===== src/rtl/chargen_blit_ctrl_if.sv =====
// Bus bundle for chargen_blit_ctrl: Wishbone slave side, blit command port
// and the chargen screen-memory read/write port.
interface chargen_blit_ctrl_if #(
  parameter int AW = 11,
  parameter int LW = 12
);
  logic [AW-1:0] ADR_I;
  logic [31:0]   DAT_I;
  logic [31:0]   DAT_O;
  logic          WE_I;
  logic [3:0]    SEL_I;
  logic          STB_I;
  logic          CYC_I;
  logic          ACK_O;

  logic          cmd_valid;
  logic          cmd_ready;
  logic          cmd_op;
  logic [AW-1:0] cmd_src;
  logic [AW-1:0] cmd_dst;
  logic [LW-1:0] cmd_len;
  logic [31:0]   cmd_fill;
  logic          cmd_abort;

  logic [AW-1:0] mem_addr;
  logic [31:0]   mem_wdata;
  logic [3:0]    mem_we;
  logic [31:0]   mem_rdata;

  modport slave (
    input  ADR_I, DAT_I, WE_I, SEL_I, STB_I, CYC_I,
    input  cmd_valid, cmd_op, cmd_src, cmd_dst, cmd_len, cmd_fill, cmd_abort,
    input  mem_rdata,
    output DAT_O, ACK_O, cmd_ready, mem_addr, mem_wdata, mem_we
  );

  modport master (
    output ADR_I, DAT_I, WE_I, SEL_I, STB_I, CYC_I,
    output cmd_valid, cmd_op, cmd_src, cmd_dst, cmd_len, cmd_fill, cmd_abort,
    output mem_rdata,
    input  DAT_O, ACK_O, cmd_ready, mem_addr, mem_wdata, mem_we
  );
endinterface


===== src/rtl/chargen_blit_ctrl.sv =====
// Screen-memory port arbiter with FILL/COPY blit engine; CPU always wins the port.
// Optional frame-sync gating of command start: define CHARGEN_BLIT_VSYNC_GATE_EN.
//
// state     | meaning
// ----------+------------------------------------------------------------
// S_IDLE    | ready for a command
// S_WAIT_VS | command held until framesync rising edge (optional build)
// S_FILL    | one constant-word write per granted cycle
// S_C_RD    | present copy source address
// S_C_LAT   | capture read data into hold
// S_C_WR    | write hold to destination, step pointers
// S_DONE    | one-cycle completion pulse
module chargen_blit_ctrl #(
  parameter int AW = 11,
  parameter int LW = 12
) (
  input  logic         CLK_I,
  input  logic         RST_I,
  input  logic         framesync,
  output logic         busy,
  output logic         done,
  chargen_blit_ctrl_if.slave bus
);

  typedef enum logic [2:0] {
    S_IDLE,
    S_FILL,
    S_C_RD,
    S_C_LAT,
    S_C_WR,
    S_DONE
`ifdef CHARGEN_BLIT_VSYNC_GATE_EN
    , S_WAIT_VS
`endif
  } state_t;

  state_t        state, state_nxt;
  logic [AW-1:0] src_ptr, dst_ptr;
  logic [LW-1:0] len_cnt;
  logic [31:0]   fill_val, hold;
  logic          desc;
  logic          waitstate, ack_q;
  logic          cpu_req, gnt, accept, last_word, start_desc;
  logic [AW-1:0] cmd_diff;

  assign cpu_req   = bus.CYC_I & bus.STB_I;
  assign gnt       = ~cpu_req;
  assign accept    = (state == S_IDLE) & bus.cmd_valid;
  assign last_word = (len_cnt == LW'(1));

  // Destination inside the source window means an ascending copy would clobber unread words.
  assign cmd_diff   = bus.cmd_dst - bus.cmd_src;
  assign start_desc = bus.cmd_op & (cmd_diff != '0) & (LW'(cmd_diff) < bus.cmd_len);

`ifdef CHARGEN_BLIT_VSYNC_GATE_EN
  logic fs_q, fs_prev, fs_rise, op_copy;

  always_ff @(posedge CLK_I) begin
    if (RST_I) begin
      fs_q    <= 1'b0;
      fs_prev <= 1'b0;
      op_copy <= 1'b0;
    end else begin
      fs_q    <= framesync;
      fs_prev <= fs_q;
      if (accept) op_copy <= bus.cmd_op;
    end
  end

  assign fs_rise = fs_q & ~fs_prev;
`else
  logic unused_framesync;
  assign unused_framesync = framesync;
`endif

  always_ff @(posedge CLK_I) begin
    if (RST_I) state <= S_IDLE;
    else       state <= state_nxt;
  end

  always_comb begin
    state_nxt = state;
    case (state)
      S_IDLE: begin
        if (bus.cmd_valid) begin
          if (bus.cmd_len == '0)
            state_nxt = S_DONE;
          else
`ifdef CHARGEN_BLIT_VSYNC_GATE_EN
            state_nxt = S_WAIT_VS;
`else
            state_nxt = bus.cmd_op ? S_C_RD : S_FILL;
`endif
        end
      end
`ifdef CHARGEN_BLIT_VSYNC_GATE_EN
      S_WAIT_VS: if (fs_rise) state_nxt = op_copy ? S_C_RD : S_FILL;
`endif
      S_FILL:  if (gnt && last_word) state_nxt = S_DONE;
      S_C_RD:  if (gnt) state_nxt = S_C_LAT;
      S_C_LAT: state_nxt = S_C_WR;
      S_C_WR:  if (gnt) state_nxt = last_word ? S_DONE : S_C_RD;
      S_DONE:  state_nxt = S_IDLE;
      default: state_nxt = S_IDLE;
    endcase
    if (bus.cmd_abort && (state != S_IDLE)) state_nxt = S_IDLE;
  end

  always_ff @(posedge CLK_I) begin
    if (RST_I) begin
      src_ptr  <= '0;
      dst_ptr  <= '0;
      len_cnt  <= '0;
      fill_val <= '0;
      desc     <= 1'b0;
      hold     <= '0;
    end else begin
      if (accept) begin
        desc     <= start_desc;
        fill_val <= bus.cmd_fill;
        len_cnt  <= bus.cmd_len;
        src_ptr  <= start_desc ? bus.cmd_src + bus.cmd_len[AW-1:0] - AW'(1) : bus.cmd_src;
        dst_ptr  <= start_desc ? bus.cmd_dst + bus.cmd_len[AW-1:0] - AW'(1) : bus.cmd_dst;
      end
      // Read data belongs to the address issued in the preceding granted C_RD cycle.
      if (state == S_C_LAT) hold <= bus.mem_rdata;
      if (gnt && ((state == S_FILL) || (state == S_C_WR))) begin
        len_cnt <= len_cnt - LW'(1);
        dst_ptr <= desc ? dst_ptr - AW'(1) : dst_ptr + AW'(1);
        if (state == S_C_WR) src_ptr <= desc ? src_ptr - AW'(1) : src_ptr + AW'(1);
      end
    end
  end

  always_ff @(posedge CLK_I) begin
    if (RST_I) begin
      waitstate <= 1'b0;
      ack_q     <= 1'b0;
    end else begin
      waitstate <= cpu_req & ~bus.WE_I & ~waitstate;
      ack_q     <= cpu_req & (bus.WE_I | waitstate);
    end
  end

  assign bus.ACK_O = ack_q;
  assign bus.DAT_O = bus.mem_rdata;

  always_comb begin
    busy          = (state != S_IDLE);
    done          = (state == S_DONE);
    bus.cmd_ready = (state == S_IDLE);
    if (cpu_req) begin
      bus.mem_addr  = bus.ADR_I;
      bus.mem_wdata = bus.DAT_I;
      bus.mem_we    = bus.SEL_I & {4{bus.WE_I}};
    end else begin
      bus.mem_addr  = (state == S_C_RD) ? src_ptr : dst_ptr;
      bus.mem_wdata = (state == S_C_WR) ? hold : fill_val;
      bus.mem_we    = ((state == S_FILL) || (state == S_C_WR)) ? 4'hF : 4'h0;
    end
  end

endmodule


===== src/flat_wrapper.sv =====
// flat-port wrapper written by rule: the top's interface ports become plain ports
module chargen_blit_ctrl_flat 
#(
  parameter int AW = 11,
  parameter int LW = 12
)
  (CLK_I, RST_I, framesync, busy, done, bus_ADR_I, bus_DAT_I, bus_WE_I, bus_SEL_I, bus_STB_I, bus_CYC_I, bus_cmd_valid, bus_cmd_op, bus_cmd_src, bus_cmd_dst, bus_cmd_len, bus_cmd_fill, bus_cmd_abort, bus_mem_rdata, bus_DAT_O, bus_ACK_O, bus_cmd_ready, bus_mem_addr, bus_mem_wdata, bus_mem_we);
  chargen_blit_ctrl_if #(.AW(AW), .LW(LW)) bus_i ();
  input  logic CLK_I;
  input  logic RST_I;
  input  logic framesync;
  output logic busy;
  output logic done;
  input wire logic [$bits(bus_i.ADR_I)-1:0] bus_ADR_I;
  input wire logic [$bits(bus_i.DAT_I)-1:0] bus_DAT_I;
  input wire logic [$bits(bus_i.WE_I)-1:0] bus_WE_I;
  input wire logic [$bits(bus_i.SEL_I)-1:0] bus_SEL_I;
  input wire logic [$bits(bus_i.STB_I)-1:0] bus_STB_I;
  input wire logic [$bits(bus_i.CYC_I)-1:0] bus_CYC_I;
  input wire logic [$bits(bus_i.cmd_valid)-1:0] bus_cmd_valid;
  input wire logic [$bits(bus_i.cmd_op)-1:0] bus_cmd_op;
  input wire logic [$bits(bus_i.cmd_src)-1:0] bus_cmd_src;
  input wire logic [$bits(bus_i.cmd_dst)-1:0] bus_cmd_dst;
  input wire logic [$bits(bus_i.cmd_len)-1:0] bus_cmd_len;
  input wire logic [$bits(bus_i.cmd_fill)-1:0] bus_cmd_fill;
  input wire logic [$bits(bus_i.cmd_abort)-1:0] bus_cmd_abort;
  input wire logic [$bits(bus_i.mem_rdata)-1:0] bus_mem_rdata;
  output wire logic [$bits(bus_i.DAT_O)-1:0] bus_DAT_O;
  output wire logic [$bits(bus_i.ACK_O)-1:0] bus_ACK_O;
  output wire logic [$bits(bus_i.cmd_ready)-1:0] bus_cmd_ready;
  output wire logic [$bits(bus_i.mem_addr)-1:0] bus_mem_addr;
  output wire logic [$bits(bus_i.mem_wdata)-1:0] bus_mem_wdata;
  output wire logic [$bits(bus_i.mem_we)-1:0] bus_mem_we;
  assign bus_i.ADR_I = bus_ADR_I;
  assign bus_i.DAT_I = bus_DAT_I;
  assign bus_i.WE_I = bus_WE_I;
  assign bus_i.SEL_I = bus_SEL_I;
  assign bus_i.STB_I = bus_STB_I;
  assign bus_i.CYC_I = bus_CYC_I;
  assign bus_i.cmd_valid = bus_cmd_valid;
  assign bus_i.cmd_op = bus_cmd_op;
  assign bus_i.cmd_src = bus_cmd_src;
  assign bus_i.cmd_dst = bus_cmd_dst;
  assign bus_i.cmd_len = bus_cmd_len;
  assign bus_i.cmd_fill = bus_cmd_fill;
  assign bus_i.cmd_abort = bus_cmd_abort;
  assign bus_i.mem_rdata = bus_mem_rdata;
  assign bus_DAT_O = bus_i.DAT_O;
  assign bus_ACK_O = bus_i.ACK_O;
  assign bus_cmd_ready = bus_i.cmd_ready;
  assign bus_mem_addr = bus_i.mem_addr;
  assign bus_mem_wdata = bus_i.mem_wdata;
  assign bus_mem_we = bus_i.mem_we;
  chargen_blit_ctrl #(.AW(AW), .LW(LW)) u_core (.CLK_I(CLK_I), .RST_I(RST_I), .framesync(framesync), .busy(busy), .done(done), .bus(bus_i));
endmodule

===== config.mk =====
export PLATFORM = sky130hd
export DESIGN_NAME = chargen_blit_ctrl_flat
export DESIGN_NICKNAME = d
export VERILOG_FILES = /design/src/rtl/chargen_blit_ctrl_if.sv /design/src/rtl/chargen_blit_ctrl.sv /design/src/flat_wrapper.sv
export SDC_FILE = /design/constraint.sdc
export NUM_CORES = 1
export LEC_CHECK = 0
export CORE_UTILIZATION = 30
export CTS_BUF_LIST = sky130_fd_sc_hd__clkbuf_16
export CTS_CLUSTER_DIAMETER = 30
export DETAILED_ROUTE_END_ITERATION = 10
export HOLD_SLACK_MARGIN = 0.03
export PLACE_DENSITY = 0.54
export SLEW_MARGIN = 30
export SYNTH_ARGS = -nofsm -noshare
export SYNTH_HDL_FRONTEND = slang
export SYNTH_SLANG_ARGS = --single-unit

===== constraint.sdc =====
create_clock -name CLK_I -period 4.25 [get_ports CLK_I]
set_input_delay 0.6375 -clock CLK_I [delete_from_list [all_inputs] [get_ports CLK_I]]
set_output_delay 0.6375 -clock CLK_I [all_outputs]
set_load 0.1 [all_outputs]

==> results.cfg <==
[die]
die_y_um = 169
boundaryPins = 237
die_area_mm2 = 0.0286
rows = 60
start_util_pct = 30.8
core_region_area_mm2 = 0.0272
die_x_um = 169

[setup_path]
critPathMaxFanout = 8
endpoint_kind = flip-flop
arrival_ps = 4340
critPathKind = primary input to flip-flop
startpoint_type = primary input
critPathRequiredTime_ps = 4480

[route]
ant_nets = 0
drc = 0
wire_per_inst_um = 15.6
via_count = 8361
routed_wl_um = 27000
drt_iter0_drc = 435
firstDrtPassIters = 5
vias_per_cell = 4.83

[logic_synthesis]
yosysUniqueCellTypes = 75
yosysSeqAreaShare_pct = 24.9
synth_edf_count = 0
synthFlopType = dfxtp_1
yosysWarnings = 0
ys_seq_elements = 104
async_flop_share_pct = 0
syn_nets = 1369
synth_area_per_cell_um2 = 7.40
syn_area_mm2 = 0.00838
synthCells = 1132

[sta]
rsz0062_at_grt = no
setup_viol = 0
max_slew_margin_pct = 32.4
skew_ps = 17.2
finalCritPeriodShare_pct = 96.7
hold_viol = 0
tightest_slew_ps = 1010
fin_ws_ps = 142
timing.hold.ws_ps = 423
layout_min_cycle_time_ps = 4110
fmax_mhz = 243
finalMaxSlewViolations = 0
final.setup.tns_ps = 0

[cells_and_area]
diodes = 0
final_cells = 1732
multi_input_comb_area_mm2 = 0.00557
fillers = 2873
layout-area-overhead-vs-synth_pct = 37.3
ff_latch_area_mm2 = 0.00208
drive_above_1_share_pct = 12.6
final_cell_mix = nand2_1 (222), clkdlybuf4s50_1 (186), a21oi_1 (115), buf_4 (111), dfxtp_1 (104)
num-nets-final = 1592
layout_commonest_cell = nand2_1

[global_routing]
grt_pass1_wl_um = 42400
grt_pass1_vias = 7840
grt_max_degree = 94
grt_antenna_before_repair = 0
groute.usage.overall_pct = 18.8
grt_overflow = 0

[pwr]
clkPwrFrac_pct = 15.2
power_switching_share_pct = 51.5
power.density_mw_per_mm2 = 485
p_sw_mw = 2.88
p_leak_nw = 4.70
pwr-share-seq_pct = 24.4
vdd_drop_max_v = 0.000244
combinationalPowerShare_pct = 60.4
power_mw = 5.58
p_int_mw = 2.71

[clock_network]
cts_htree_levels = 3
cts_buffers = 9
post-cts-setup-buffers = 0
clk_latency_ps = 360
cts-resized-gates = 0
cts.sinks = 104
ctsHoldBuffers = 0
path_clk_slew_ps = 70
tritoncts = yes
clk_path_buf_depth = 2
root_buffer = clkbuf_16

[job]
maxCapViolations = 0

[placed_design]
place_congestion = 0.852
dpl.hpwl_um = 21400
place_ws_ps = -356
placed_cells = 1716
io_buffers = 235

[hold_path]
hold_path_class = flip-flop to flip-flop

[run_status]
status = complete, no violations
-- area by class of cell --
class / instances / area share, %
Sequential cell: 104 / 18.1
Timing Repair Buffer: 301 / 23.8
Clock buffer: 9 / 1.96
Clock inverter: 7 / 0.707
Tap cell: 372 / 4.05
Inverter: 89 / 2.90
Multi-Input combinational cell: 850 / 48.5
-- synth_stat cells, types with 10 or more instances --
master / number / area [um^2]
nand2_1: 223 / 837
a21oi_1: 116 / 581
dfxtp_1: 104 / 2080
inv_1: 87 / 327
ha_1: 78 / 976
o21ai_0: 69 / 345
nor2_1: 57 / 214
mux2i_1: 53 / 531
clkbuf_1: 48 / 180
buf_4: 32 / 240
xnor2_1: 28 / 245
nor3_1: 23 / 115
nand3_1: 17 / 85.1
xor2_1: 12 / 105
nor2b_1: 11 / 68.8
o211ai_1: 11 / 82.6
a211oi_1: 10 / 75.1
-- per-stage QoR --
step / area (um^2) / utilization (%)
floorplan: 8380 / -
global placement: 11100 / 40.9
detailed placement: 11100 / 40.9
CTS: 11400 / 42.0
global route: 11500 / 42.3
finish: 11500 / 42.3
-- layer usage --
metal / vias to the layer above / share of wire, % / routed length (um) / global-route usage [%]
li1: 4330 / - / - / -
met1: 3769 / 48 / 12900 / 25.1
met2: 239 / 46 / 12500 / 31.8
met3: 23 / 4.4 / 1180 / 2.53
met4: 0 / 1.5 / 403 / 4.90
met5: - / 0 / 0 / 0
-- cell families (layout without fill, tap and decap cells) --
group,Yosys count,count (layout),share of synthesized area [%]
adders and majority gates,83,83,12.8
AOI/OAI and AO/OA,286,286,20.9
muxes,57,57,6.91
buffers and inverters,178,406,9.60
xor gates and xnor gates,41,41,4.38
and+or+nand+nor,383,383,20.5
DFF,104,104,24.9
-- registers in the layout, indices dropped and copies added, names as in the netlist --
name,flops
u_core.hold,32
u_core.dst_ptr,11
u_core.src_ptr,11
u_core.state,3
u_core.bus.ACK_O,1
u_core.len_cnt,12
u_core.desc,1
u_core.fill_val,32
u_core.waitstate,1
-- critical path, stage by stage --
cell and delay (ps):
clkdlybuf4s50_1 480, inv_2 60, ha_2 190, fa_2 340
nand2b_4 160, a2111o_1 460, o311ai_4 110, ha_1 290
and4_1 200, o21ai_1 70, a21oi_1 60, a211oi_2 280
o311ai_4 130, a21oi_4 310, buf_6 200, mux2i_2 240
a22oi_1 110
-- worst paths after layout --
path | startpoint | to | slack, ps | cells after the start
setup / recovery | bus_cmd_dst[0] | u_core.src_ptr[7] | 140 | 17
hold / removal | u_core.waitstate | u_core.waitstate | 420 | 1
setup reg to reg | u_core.dst_ptr[0] | u_core.dst_ptr[10] | 1600 | 10
hold reg to reg | u_core.waitstate | u_core.waitstate | 420 | 1
-- power by group through the flow --
| stage | sequential, mW | clock, mW | combinational [mW] |
|---|---|---|---|
| floorplan | 1.31 | 0 | 2.53 |
| global placement | 1.38 | 0 | 3.34 |
| detailed placement | 1.38 | 0 | 3.35 |
| CTS | 1.36 | 0.873 | 3.37 |
| global route | 1.39 | 0.915 | 3.66 |
| finish | 1.36 | 0.847 | 3.38 |
No activity file was read; power rests on OpenSTA's default activity.
